===== src/rtl/regfile_wb.sv =====
// ---------------------------------------------------------------------------
// regfile_wb -- 8 x 8-bit register file with a buffered writeback port.
//
// ALU results arrive over a valid/ready handshake into a 2-entry circular
// write queue. The queue drains one entry per cycle into the register array
// unless wr_hold stalls it. Both combinational read ports forward the
// youngest matching queued entry, so a read never returns a stale value.
// Read port 2 (w_rd2) is the operand that the ALU source-B select chooses
// between, alongside the immediate constant.
//
// Optional feature (macro REGFILE_ZERO_REG_EN):
//   defined   -> register 0 reads as 0. Writebacks to address 0 complete the
//                handshake normally but are dropped before entering the queue.
//   undefined -> register 0 is an ordinary register.
//
// Ports:
//   clk           in   rising-edge clock
//   rst_n         in   asynchronous active-low reset
//   wb_valid      in   writeback request present
//   wb_ready      out  queue can accept (pending != 2)
//   wb_addr       in   [ADDR_W] destination register
//   wb_data       in   [DATA_W] value to write
//   wr_hold       in   stalls draining of the queue into the array
//   ra1, ra2      in   [ADDR_W] read addresses
//   w_rd1, w_rd2  out  [DATA_W] combinational read data (with forwarding)
//   commit_valid  out  registered pulse: an entry was written to the array
//   commit_addr   out  [ADDR_W] address of the last commit (holds otherwise)
//   pending       out  [2] number of queued entries (0..2)
// ---------------------------------------------------------------------------
module regfile_wb #(
  parameter int DATA_W = 8,
  parameter int ADDR_W = 3,
  parameter int QDEPTH = 2   // only 2 is supported: pointers are 1 bit wide
) (
  input  logic              clk,
  input  logic              rst_n,
  input  logic              wb_valid,
  output logic              wb_ready,
  input  logic [ADDR_W-1:0] wb_addr,
  input  logic [DATA_W-1:0] wb_data,
  input  logic              wr_hold,
  input  logic [ADDR_W-1:0] ra1,
  input  logic [ADDR_W-1:0] ra2,
  output logic [DATA_W-1:0] w_rd1,
  output logic [DATA_W-1:0] w_rd2,
  output logic              commit_valid,
  output logic [ADDR_W-1:0] commit_addr,
  output logic [1:0]        pending
);

  localparam int         DEPTH  = 2 ** ADDR_W;
  localparam logic [1:0] Q_FULL = 2'(QDEPTH);

  // Register array, kept in flops so that reset clears every entry.
  logic [DATA_W-1:0] r_regs [DEPTH];

  // Write queue storage and control.
  logic [ADDR_W-1:0] r_q_addr [QDEPTH];
  logic [DATA_W-1:0] r_q_data [QDEPTH];
  logic              r_rd_ptr;
  logic              r_wr_ptr;
  logic [1:0]        r_count;

  logic              r_commit_valid;
  logic [ADDR_W-1:0] r_commit_addr;

  logic              w_full;
  logic              w_accept;
  logic              w_enq;
  logic              w_drain;
  logic [ADDR_W-1:0] w_head_addr;
  logic [DATA_W-1:0] w_head_data;
  logic              w_young;
  logic [DATA_W-1:0] w_rd1_c;
  logic [DATA_W-1:0] w_rd2_c;

  // ---------------------------------------------------------------------
  // Handshake and queue control
  // ---------------------------------------------------------------------
  // Readiness depends only on the current count: a full queue refuses even
  // when it drains in the same cycle (no pass-through).
  assign w_full   = (r_count == Q_FULL);
  assign wb_ready = !w_full;
  assign w_accept = wb_valid && !w_full;

`ifdef REGFILE_ZERO_REG_EN
  // Writes to the hardwired zero register finish the handshake but are
  // never stored, so they neither occupy the queue nor commit.
  assign w_enq = w_accept && (wb_addr != '0);
`else
  assign w_enq = w_accept;
`endif

  assign w_drain     = (r_count != 2'd0) && !wr_hold;
  assign w_head_addr = r_q_addr[r_rd_ptr];
  assign w_head_data = r_q_data[r_rd_ptr];

  always_ff @(posedge clk or negedge rst_n) begin
    if (!rst_n) begin
      r_rd_ptr <= 1'b0;
      r_wr_ptr <= 1'b0;
      r_count  <= 2'd0;
      for (int i = 0; i < QDEPTH; i++) begin
        r_q_addr[i] <= '0;
        r_q_data[i] <= '0;
      end
    end else begin
      if (w_enq) begin
        r_q_addr[r_wr_ptr] <= wb_addr;
        r_q_data[r_wr_ptr] <= wb_data;
        r_wr_ptr           <= ~r_wr_ptr;
      end
      if (w_drain) begin
        r_rd_ptr <= ~r_rd_ptr;
      end
      // Enqueue together with drain leaves the count unchanged.
      case ({w_enq, w_drain})
        2'b10:   r_count <= r_count + 2'd1;
        2'b01:   r_count <= r_count - 2'd1;
        default: r_count <= r_count;
      endcase
    end
  end

  // ---------------------------------------------------------------------
  // Register array write (drain of the queue head)
  // ---------------------------------------------------------------------
  always_ff @(posedge clk or negedge rst_n) begin
    if (!rst_n) begin
      for (int i = 0; i < DEPTH; i++) begin
        r_regs[i] <= '0;
      end
    end else if (w_drain) begin
      r_regs[w_head_addr] <= w_head_data;
    end
  end

  // Commit report: a one-cycle pulse; the address keeps its last value.
  always_ff @(posedge clk or negedge rst_n) begin
    if (!rst_n) begin
      r_commit_valid <= 1'b0;
      r_commit_addr  <= '0;
    end else begin
      r_commit_valid <= w_drain;
      if (w_drain) begin
        r_commit_addr <= w_head_addr;
      end
    end
  end

  assign commit_valid = r_commit_valid;
  assign commit_addr  = r_commit_addr;
  assign pending      = r_count;

  // ---------------------------------------------------------------------
  // Read ports with forwarding
  // ---------------------------------------------------------------------
  // The most recently written slot is always the one just behind the write
  // pointer. With one entry queued it coincides with the head, with two it
  // is the slot after the head. The head (older) is checked first so that
  // the younger match overrides it.
  assign w_young = ~r_wr_ptr;

  always_comb begin
    w_rd1_c = r_regs[ra1];
    if ((r_count != 2'd0) && (r_q_addr[r_rd_ptr] == ra1)) begin
      w_rd1_c = r_q_data[r_rd_ptr];
    end
    if ((r_count != 2'd0) && (r_q_addr[w_young] == ra1)) begin
      w_rd1_c = r_q_data[w_young];
    end
`ifdef REGFILE_ZERO_REG_EN
    if (ra1 == '0) begin
      w_rd1_c = '0;
    end
`endif
  end

  always_comb begin
    w_rd2_c = r_regs[ra2];
    if ((r_count != 2'd0) && (r_q_addr[r_rd_ptr] == ra2)) begin
      w_rd2_c = r_q_data[r_rd_ptr];
    end
    if ((r_count != 2'd0) && (r_q_addr[w_young] == ra2)) begin
      w_rd2_c = r_q_data[w_young];
    end
`ifdef REGFILE_ZERO_REG_EN
    if (ra2 == '0) begin
      w_rd2_c = '0;
    end
`endif
  end

  assign w_rd1 = w_rd1_c;
  assign w_rd2 = w_rd2_c;

endmodule


===== config.mk =====
export PLATFORM = sky130hd
export DESIGN_NAME = regfile_wb
export DESIGN_NICKNAME = d
export VERILOG_FILES = /design/src/rtl/regfile_wb.sv
export SDC_FILE = /design/constraint.sdc
export NUM_CORES = 1
export LEC_CHECK = 0
export ABC_AREA = 1
export CAP_MARGIN = 20
export CORE_MARGIN = 3
export CORE_UTILIZATION = 39
export DETAILED_ROUTE_END_ITERATION = 10
export GPL_TIMING_DRIVEN = 0
export PLACE_DENSITY = 0.55
export SYNTH_ARGS = -nofsm -noshare
export SYNTH_HDL_FRONTEND = slang
export SYNTH_SLANG_ARGS = --single-unit

===== constraint.sdc =====
create_clock -name clk -period 4 [get_ports clk]
set_clock_uncertainty 0.15 [all_clocks]
set_input_delay 0.8 -clock clk [delete_from_list [all_inputs] [get_ports clk]]
set_output_delay 0.8 -clock clk [all_outputs]
set_load 0.01 [all_outputs]

==> summary.txt, run 1 <==
Synth warn: 0
I/O pin total: 44
Flops & latches, synth: 94
Slew HR: 24.9%
DP HPWL: 14.5 mm
Leading area contributor after synthesis: dfrtp_1
Worst Path Required: 3.05 ns
Setup violations, final: 0
CTS clk-pin slew, worst paths: 0.07 ns
Wirelength per Cell: 17.6 µm
Area after DPL: 0.00628 mm²
CTS Buf Count: 9
Max-slew violations: 0
Number of max-cap violations: 0
Synth Cell Area: 0.00560 mm²
Worst Tran Pin Value: 1.12 ns
Layout cells sized above 1: 6.95%
PortBufs: 37
Antenna violations before repair: 0
Rows: 43
WP data arrival: 2.99 ns
Core ar.: 0.0140 mm²
Post-route cell area: 0.00660 mm²
Synthesized Nets: 868
Starting Density: 40.1%
GRT Util Overall: 24.7%
Netlist cell types: 21
Lkg Pwr: 3.31 nW
Post-Syn Instances: 846
Hold_ws: 0.323 ns
Area Overhead vs Synth: 17.7%
DRT Wirelength: 19.2 mm
FF/Latch Area: 0.00235 mm²
Worst setup EP type: primary output
Outcome: completed
F_max: 254 MHz
Antenna cells: 0
Antenna Violating Nets Remaining: 0
Global-route wire length before repair: 30.5 mm
Final #Nets: 924
Via count: 5,807
Clock Sinks: 94
Vias in the first global route: 5,724
CP Max Fanout: 10
Fillers: 1,433
Multi-input gate area in the final layout: 0.00291 mm²
CP startpoint kind: input pin
Worst vdd ir: 0.000398 V
Post-CTS Hold Fix Bufs: 0
Fin crit share: 98.4%
GRT overflow: 0
Avg Vias per Cell: 5.34
Synth top area share: 42.0%
Drt initial violations: 552
Clk_lat worst skew: 0.36 ns
Synth top area cells: dfrtp_1, nand2_1, nand3_1, o21ai_1, o21ai_0
Largest net degree at the start of global routing: 49
Register area share after synthesis: 42.0%
Longest Clk Path Bufs: 2
Hold Crit Class: in -> async
GPL Wtd Cong: 0.943
CTS root buf: clkbuf_16
Syn Area/Cell: 6.62 µm²
CTS tree: yes
Initial DRT Pass Iterations: 7
PD cells: 840 mW/mm²
Final hold vios: 0
Die Wd: 126 µm
Critical path class: in -> out
Die ar.: 0.0158 mm²
RSZ-0062 raised after global routing: yes
Reg-to-reg slack, setup: 1.72 ns
Fin crit period: 3.94 ns
Die Span Y: 126 µm
Drt drc: 0
# H-tree levels: 3
==> Yosys cell counts (all sizes together) <==
| library cell | number |
|---|---|
| nand2 | 435 |
| xor2 | 2 |
| o21ai | 99 |
| xnor2 | 1 |
| clkbuf | 25 |
| ha | 1 |
| dfrtp | 94 |
| and2 | 1 |
| clkinv | 3 |
| buf | 15 |
| nor2 | 22 |
| or2 | 1 |
| inv | 32 |
| nand3 | 112 |
| a21oi | 3 |
==> what timing repair did <==
action                                  4_1_cts  5_1_grt
setup buffers                                 0        0
endpoints found under the setup margin        0       16
resized for setup                             0       19
==> layout make-up <==
type | instances | area share [%]
buffer | 40 | 3.38
clock buffer | 11 | 3.68
clock inverter | 5 | 0.512
inverter | 35 | 2.11
multi-input combinational | 677 | 44.1
sequential | 94 | 35.7
tap | 180 | 3.41
timing repair buffer | 45 | 7.13
==> sequential cells by signal (all words and copies together), names as in the netlist <==
register and cells:
commit_addr 3, r_rd_ptr 1, r_q_addr 6, commit_valid 1, r_q_data 16, r_wr_ptr 1, r_regs 64, pending 2
==> cell families (layout without fill, tap and decap cells) <==
| kind of cell | after synthesis | in the layout | synth area share, % |
|---|---|---|---|
| xor gates and xnor gates | 3 | 3 | 0.469 |
| and+or+nand+nor | 571 | 571 | 41.7 |
| buffers and inverters | 75 | 136 | 6.14 |
| AOI/OAI and AO/OA | 102 | 102 | 9.51 |
| DFF | 94 | 94 | 42.0 |
| adders and majority gates | 1 | 1 | 0.223 |
==> final timing paths <==
path                                 from  cells past startpoint             end
setup / recovery                   ra2[0]                     11        w_rd2[1]
hold / removal                      rst_n                      1       r_regs[8]
setup reg to reg                 r_rd_ptr                      9      r_regs[38]
hold reg to reg            commit_addr[2]                      2  commit_addr[2]
max in group asynchronous           rst_n                      2    r_q_data[12]
min in group clk           commit_addr[2]                      2  commit_addr[2]
==> stage by stage <==
stage | std cells | util (%) | setup slack [ns] | setup TNS, ns | total power, mW
CTS | 1085 | 46.9 | 0.0292 | 0 | 5.50
global route | 1087 | 47.2 | -0.00542 | -0.00542 | 5.96
global placement | 1063 | 44.3 | -1.62 | -151.36 | 4.52
detailed placement | 1069 | 44.9 | 0.0407 | 0 | 4.67
floorplan | 846 | - | 1.07 | 0 | 3.41
finish | 1087 | 47.2 | 0.0635 | 0 | 5.54
==> report_power, final <==
| part | switching (mW) | internal, mW |
|---|---|---|
| sequential | 0.338 | 1.37 |
| combinational | 1.92 | 1.09 |
| clock | 0.381 | 0.439 |
==> layer usage <==
layer | GRT usage, % | routed length [µm] | vias up
met5 | 0 | 0 | -
met4 | 10.7 | 647 | 0
met3 | 3.31 | 1180 | 36
met2 | 40.2 | 9020 | 210
met1 | 33.1 | 8300 | 2745
li1 | - | - | 2816
==> critical path: stages <==
cell and delay [ns]:
clkbuf_1 0.39, clkbuf_1 0.51, nand2_1 0.11, nand3_1 0.13, nand2_1 0.13, nand2_1 0.09
nand2_1 0.05, nand2_1 0.06, nand3_1 0.08, nand2_1 0.07, clkdlybuf4s50_1 0.54
==> layout by cell type, fill, tap and decap left out <==
master           instances
nor2_2                   1
xor2_1                   2
inv_1                   30
a21oi_1                  1
inv_6                    1
clkbuf_2                 8
a21oi_4                  2
or2_1                    1
clkinv_1                 1
clkbuf_1                18
and2_1                   1
clkbuf_8                 1
dfrtp_1                 94
xnor2_1                  1
buf_2                    8
clkbuf_16                9
o21ai_1                 72
nand2_2                  4
inv_2                    2
nand2_1                426
nand2_4                  5
buf_16                   1
buf_6                   13
ha_1                     1
o21ai_0                 27
clkdlybuf4s50_1         36
clkinv_2                 2
clkinvlp_4               4
nand3_1                112
buf_4                    2
nor2_1                  21
(Power assumes the default switching activity.)
==> run 2: changes to the inputs <==
--- a/config.mk
+++ b/config.mk
@@ -15,3 +15,4 @@
 export SYNTH_ARGS = -nofsm -noshare
 export SYNTH_HDL_FRONTEND = slang
 export SYNTH_SLANG_ARGS = --single-unit
+export TNS_END_PERCENT = 20
==> constraint.sdc (replaced) <==
create_clock -name clk -period 4.7 [get_ports clk]
set_clock_uncertainty 0.15 [all_clocks]
set_input_delay 0.94 -clock clk [delete_from_list [all_inputs] [get_ports clk]]
set_output_delay 0.94 -clock clk [all_outputs]
set_load 0.01 [all_outputs]
==> run 2 against run 1 <==
Against the previous run: hold slack improved by 0.034 ns; largest cell class unchanged; sequential cell count unchanged; global-route usage unchanged; cell count unchanged; combinational power decreased by 15%; cell area decreased by 0.30%; non-clock buffer count unchanged; wire length decreased by 0.29%; critical endpoint is now w_rd1[4]; register-to-register slack improved by 0.68 ns; critical path depth increased by 1.
==> summary.txt, run 2 (synthesis gave the netlist of run 1 again) <==
Largest net degree at the start of global routing: 49 (unchanged)
Fillers: 1,438 (+0.35%)
GR Layer Usage met3: 3.31% (unchanged)
Quantity of gates resized following cts: 0 (unchanged)
Vias in the first global route: 5,724 (unchanged)
Avg Vias per Cell: 5.31 (-0.69%)
CP Max Fanout: 10 (unchanged)
Antenna violations before repair: 0 (unchanged)
Delay of the slowest critical-path stage: 0.48 ns (-0.06 ns)
Area after DPL: 0.00628 mm² (unchanged)
CP startpoint kind: input pin
Number of max-cap violations: 0 (unchanged)
Post-Route Setup TNS: 0 ns (unchanged)
Starting Density: 40.1% (unchanged)
Setup violations, final: 0 (unchanged)
Worst path top cell family by delay: buffers and inverters
Overall power: 4.71 mW (-15%)
Most frequent cells in the layout: nand2_1, nand3_1, dfrtp_1
DRT Wirelength: 19.1 mm (-0.29%)
Max-slew violations: 0 (unchanged)
F_max: 233 MHz
Core ar.: 0.0140 mm² (unchanged)
Die ar.: 0.0158 mm² (unchanged)
Initial DRT Pass Iterations: 5 (-2)
Clock Sinks: 94 (unchanged)
Antenna cells: 0 (unchanged)
CTS tree: yes
Buf/Inv on CP: 4 (+1)
Die Wd: 126 µm (unchanged)
Die Span Y: 126 µm (unchanged)
Slew HR: 24.7% (-0.25 points)
Max FFs per register: 64 (unchanged)
GR peak layer: met2
Global-route wire length before repair: 30.5 mm (unchanged)
GRT Util Overall: 24.7% (unchanged)
Longest Clk Path Bufs: 2 (unchanged)
Setup bufs post-CTS: 0 (unchanged)
Critical path class: in -> out
Wirelength per Cell: 17.6 µm (-0.29%)
Grt met2 use: 40.2% (unchanged)
Lkg Pwr: 3.29 nW (-0.63%)
Via count: 5,767 (-0.69%)
CP dominant cell by count: nand2_1
Hold_ws: 0.357 ns (+0.0342 ns)
Area Overhead vs Synth: 17.3%
Antenna Violating Nets Remaining: 0 (unchanged)
GPL Wtd Cong: 0.943 (unchanged)
Outcome: completed
CTS clk-pin slew, worst paths: 0.07 ns (about the same)
Worst Tran Pin Value: 1.12 ns (+0.00376 ns)
Rows: 43 (unchanged)
Biggest register: r_regs
PortBufs: 37 (unchanged)
Post-CTS Hold Fix Bufs: 0 (unchanged)
RSZ-0062 raised after global routing: no
Worst vdd ir: 0.000338 V (-15%)
CTS Buf Count: 9 (unchanged)
Worst Path Required: 3.61 ns (+0.56 ns)
Most common cell after layout, fill and taps aside: nand2_1
Final hold vios: 0 (unchanged)
PD cells: 716 mW/mm² (-15%)
Fin crit share: 91.4%
WP data arrival: 3.20 ns (+0.21 ns)
Fin crit period: 4.29 ns
Layout cells sized above 1: 5.73% (-1.2 points)
Drt drc: 0 (unchanged)
Post-route cell area: 0.00658 mm² (-0.30%)
Hold Crit Class: reg -> reg
Final #Nets: 924 (unchanged)
DP HPWL: 14.5 mm (unchanged)
Drt initial violations: 528 (-4.3%)
CP max-delay cell: clkdlybuf4s50_1
GRT overflow: 0 (unchanged)
I/O pin total: 44 (unchanged)
Post-layout util: 47.0% (-0.14 points)
Biggest regs: r_regs (64), r_q_data (16), r_q_addr (6)
CTS root buf: clkbuf_16
# H-tree levels: 3 (unchanged)
GRT met1 Usage: 33.1% (unchanged)
Cell Chain, Critical Path: clkbuf_1, inv_1, clkbuf_1, nand2_1, nand3_1, nand2_1, nand2_1, nand2_1, nand2_1, nand3_1, nand2_1, clkdlybuf4s50_1
Worst setup EP type: primary output
Clk_lat worst skew: 0.35 ns (about the same)
run 2: changes by cell type in the layout (fill, tap and decap cells not counted):
cell,previous run,this run
nor2_2,1,0
clkinv_1,1,3
clkbuf_2,8,0
clkbuf_1,18,26
nor2_1,21,22
clkinvlp_4,4,2
run 2: path summary, 6_finish.rpt:
| check | to | start | depth (start not counted) | slack [ns] |
|---|---|---|---|---|
| setup / recovery | w_rd1[4] | ra1[0] | 12 | 0.41 |
| max in group asynchronous | r_q_data[12] | rst_n | 2 | 3.27 |
| hold reg to reg | commit_addr[2] | commit_addr[2] | 2 | 0.36 |
| hold / removal | commit_addr[2] | commit_addr[2] | 2 | 0.36 |
| setup reg to reg | r_regs[38] | r_rd_ptr | 9 | 2.40 |
| min in group asynchronous | r_regs[8] | rst_n | 1 | 0.47 |
run 2: per-layer routing:
metal  part of all wire (%)  wire (µm)
met1                     43       8250
met2                     47       9000
met3                    6.2       1190
met4                    3.4        654
met5                      0          0
run 2: area by class of cell:
cell class	instances	area, µm²	area share [%]
sequential	94	2350	35.8
buffer	40	213	3.23
multi-input combinational	677	2910	44.2
clock inverter	5	33.8	0.514
timing repair buffer	45	470	7.15
clock buffer	11	243	3.69
tap	180	225	3.42
inverter	35	131	2.00
run 2: per-stage QoR:
step                      worst slack [ns]  std cells
after floorplan                       1.49        846
after global placement               -1.06       1063
after detailed placement             0.461       1069
after CTS                            0.449       1085
after global routing                 0.267       1087
final                                0.406       1087
run 2: power breakdown:
group / internal [mW] / leakage [nW] / switching (mW)
combinational: 0.929 / 1.97 / 1.62
clock: 0.374 / 0.132 / 0.324
sequential: 1.17 / 1.18 / 0.287
total: 2.47 / 3.29 / 2.23
run 2: tightest hold or removal path: stages (launching register included):
cell and delay, ns:
dfrtp_1 0.35, nand2_1 0.05, o21ai_0 0.07
==> run 3: changes to the inputs <==
--- a/config.mk
+++ b/config.mk
@@ -8,10 +8,10 @@
 export ABC_AREA = 1
 export CAP_MARGIN = 20
 export CORE_MARGIN = 3
-export CORE_UTILIZATION = 39
+export CORE_UTILIZATION = 40
 export DETAILED_ROUTE_END_ITERATION = 10
 export GPL_TIMING_DRIVEN = 0
-export PLACE_DENSITY = 0.55
+export PLACE_DENSITY = 0.56
 export SYNTH_ARGS = -nofsm -noshare
 export SYNTH_HDL_FRONTEND = slang
 export SYNTH_SLANG_ARGS = --single-unit
==> run 3 against run 2 <==
Against the previous run: power grew 1.3%; sequential share of layout area shrank 0.075 points; first-iteration DRC count shrank 3.4%; non-clock buffer count grew 1; largest cell class unchanged; global-route usage grew 0.86 points; setup slack gained 0.014 ns; register-to-register slack gained 0.04 ns; wire length grew 1.3%; utilization grew 2.0 points; clock-buffer cell count shrank 1; largest power group unchanged; critical path depth is the same; critical path type unchanged.
==> summary.txt, run 3 (synthesis gave the netlist of run 1 again) <==
Fillers: 1,456 (+1.3%)
Max FFs per register: 64 (unchanged)
Setup bufs post-CTS: 0 (unchanged)
Hold Path Stages: 2 (unchanged)
Antenna cells: 0 (unchanged)
GRT Util Overall: 25.6% (+0.86 points)
Initial DRT Pass Iterations: 6 (+1)
Hold Crit Class: reg -> reg
GRT overflow: 0 (unchanged)
Worst vdd ir: 0.000300 V (-11%)
Post-CTS Hold Fix Bufs: 0 (unchanged)
Antenna Violating Nets Remaining: 0 (unchanged)
Drt drc: 0 (unchanged)
Reg2Reg Launch Point: r_rd_ptr
Antenna violations before repair: 0 (unchanged)
Overall power: 4.77 mW (+1.3%)
FF/Latch Area: 0.00235 mm² (unchanged)
Worst setup EP type: primary output
Die ar.: 0.0155 mm² (-2.4%)
CP Max Fanout: 10 (unchanged)
Worst Tran Pin Value: 0.768 ns (-0.354 ns)
Biggest regs: r_regs (64), r_q_data (16), r_q_addr (6)
R2r worst-path depth: 9 (unchanged)
Wirelength per Cell: 17.9 µm (+1.8%)
Int Pwr: 2.53 mW (+2.2%)
Area Overhead vs Synth: 17.6%
Outcome: completed
CTS clk-pin slew, worst paths: 0.06 ns (about the same)
CTS root buf: clkbuf_16
DP HPWL: 14.9 mm (+2.5%)
Critical path origin: ra1[0]
Drt initial violations: 510 (-3.4%)
Largest net degree at the start of global routing: 51 (+4.1%)
Lkg Pwr: 3.30 nW (+0.52%)
Layout cells sized above 1: 5.74% (+0.0063 points)
Clock Sinks: 94 (unchanged)
GPL Wtd Cong: 0.943 (about the same)
Reg-to-reg slack, setup: 2.44 ns (+0.04 ns)
PortBufs: 37 (unchanged)
Slew HR: 48.5% (+24 points)
Die Span Y: 124 µm (-1.2%)
Die Wd: 124 µm (-1.2%)
Hold path startpoint: commit_addr[1]
I/O pin total: 44 (unchanged)
Most frequent cells in the layout: nand2_1, nand3_1, dfrtp_1
Via count: 5,777 (+0.17%)
Hold endpoint: commit_addr[1]
Critical path class: in -> out
WP data arrival: 3.19 ns (about the same)
Worst Path Required: 3.61 ns (about the same)
Clk_lat worst skew: 0.35 ns (about the same)
Combinational fraction of design power: 54.0% (-0.2 points)
Final #Nets: 925 (+0.11%)
Global-route wire length before repair: 31.4 mm (+2.9%)
Share of power burned in registers: 30.5% (-0.5 points)
Clk pwr share: 15.5% (+0.7 points)
DRT Wirelength: 19.3 mm (+1.3%)
Core ar.: 0.0135 mm² (-3.8%)
# H-tree levels: 3 (unchanged)
Switch share: 47.0% (-0.47 points)
PD cells: 724 mW/mm² (+1.1%)
Most common cell after layout, fill and taps aside: nand2_1
Starting Density: 41.7% (+1.6 points)
Number of max-cap violations: 0 (unchanged)
Setup violations, final: 0 (unchanged)
F_max: 234 MHz (+0.33%)
Fin crit period: 4.28 ns (-0.0141 ns)
Biggest register: r_regs
Max-slew violations: 0 (unchanged)
CTS tree: yes
Avg Vias per Cell: 5.34 (+0.64%)
Hold_ws: 0.343 ns (-0.0145 ns)
CTS Buf Count: 9 (unchanged)
FF-to-FF End: r_regs[38]
Vias in the first global route: 5,742 (+0.31%)
CP startpoint kind: input pin
Longest Clk Path Bufs: 2 (unchanged)
Multi-input gate area in the final layout: 0.00291 mm² (unchanged)
RSZ-0062 raised after global routing: no
NetSw: 2.24 mW (+0.32%)
Rows: 42 (-2.3%)
Fin crit share: 91.1% (-0.30 points)
Quantity of gates resized following cts: 0 (unchanged)
Final hold vios: 0 (unchanged)
-- run 3: cell types whose count changed in the layout (fill, tap and decap cells not counted), sizes merged --
cell / change
buf: +1
clkinv: +1
clkinvlp: -2
clkbuf: -1
inv: -1
bufinv: +1
-- run 3: worst max path at each step --
stage	cells past startpoint	to	slack, ns
final	12	w_rd1[7]	0.42
after global routing	12	w_rd1[7]	0.23
after CTS	12	w_rd1[7]	0.42
after floorplan	9	w_rd1[0]	1.49
after global placement	1	r_q_data[6]	-0.97
after detailed placement	12	w_rd1[7]	0.43
-- run 3: routing by layer --
metal  GRT usage [%]  vias up  share of wire, %
met5               0        -                 0
met4            11.2        0               3.8
met3            3.04       43               5.5
met2            40.6      203                46
met1            35.2     2718                45
li1                -     2813                 -
-- run 3: power groups by stage --
stage / Combinational (mW) / Sequential (mW) / Clock [mW]
after floorplan: 1.52 / 1.39 / 0
after global placement: 2.41 / 1.45 / 0
after detailed placement: 2.55 / 1.46 / 0
after CTS: 2.56 / 1.45 / 0.748
after global routing: 2.87 / 1.50 / 0.781
final: 2.58 / 1.45 / 0.738
-- run 3: metrics by stage --
stage               TNS (ns)  util (%)  std cells  cell area, µm²  setup WS (ns)
global route               0      49.0       1082            6590          0.231
global placement      -90.08      46.0       1059            6190         -0.972
CTS                        0      48.9       1081            6580          0.419
finish                     0      49.0       1082            6590          0.420
detailed placement         0      46.8       1067            6290          0.431
floorplan                  0         -        846            5600           1.49
-- run 3: layout make-up --
class,count,area share [%]
well taps,176,3.34
repair buffers,46,7.25
clock inverters,4,0.740
multi-input cells,677,44.1
flip-flops and latches,94,35.7
plain buffers,40,3.23
inverters,35,1.99
clock buffers,10,3.63
-- run 3: critical path, stage by stage --
cell	delay, ns
clkbuf_1	0.40
inv_1	0.28
clkbuf_1	0.33
nand2_1	0.13
nand3_1	0.10
nand2_1	0.15
nand2_1	0.07
nand2_1	0.09
nand2_1	0.06
nand3_1	0.08
nand2_1	0.07
clkdlybuf4s50_1	0.49
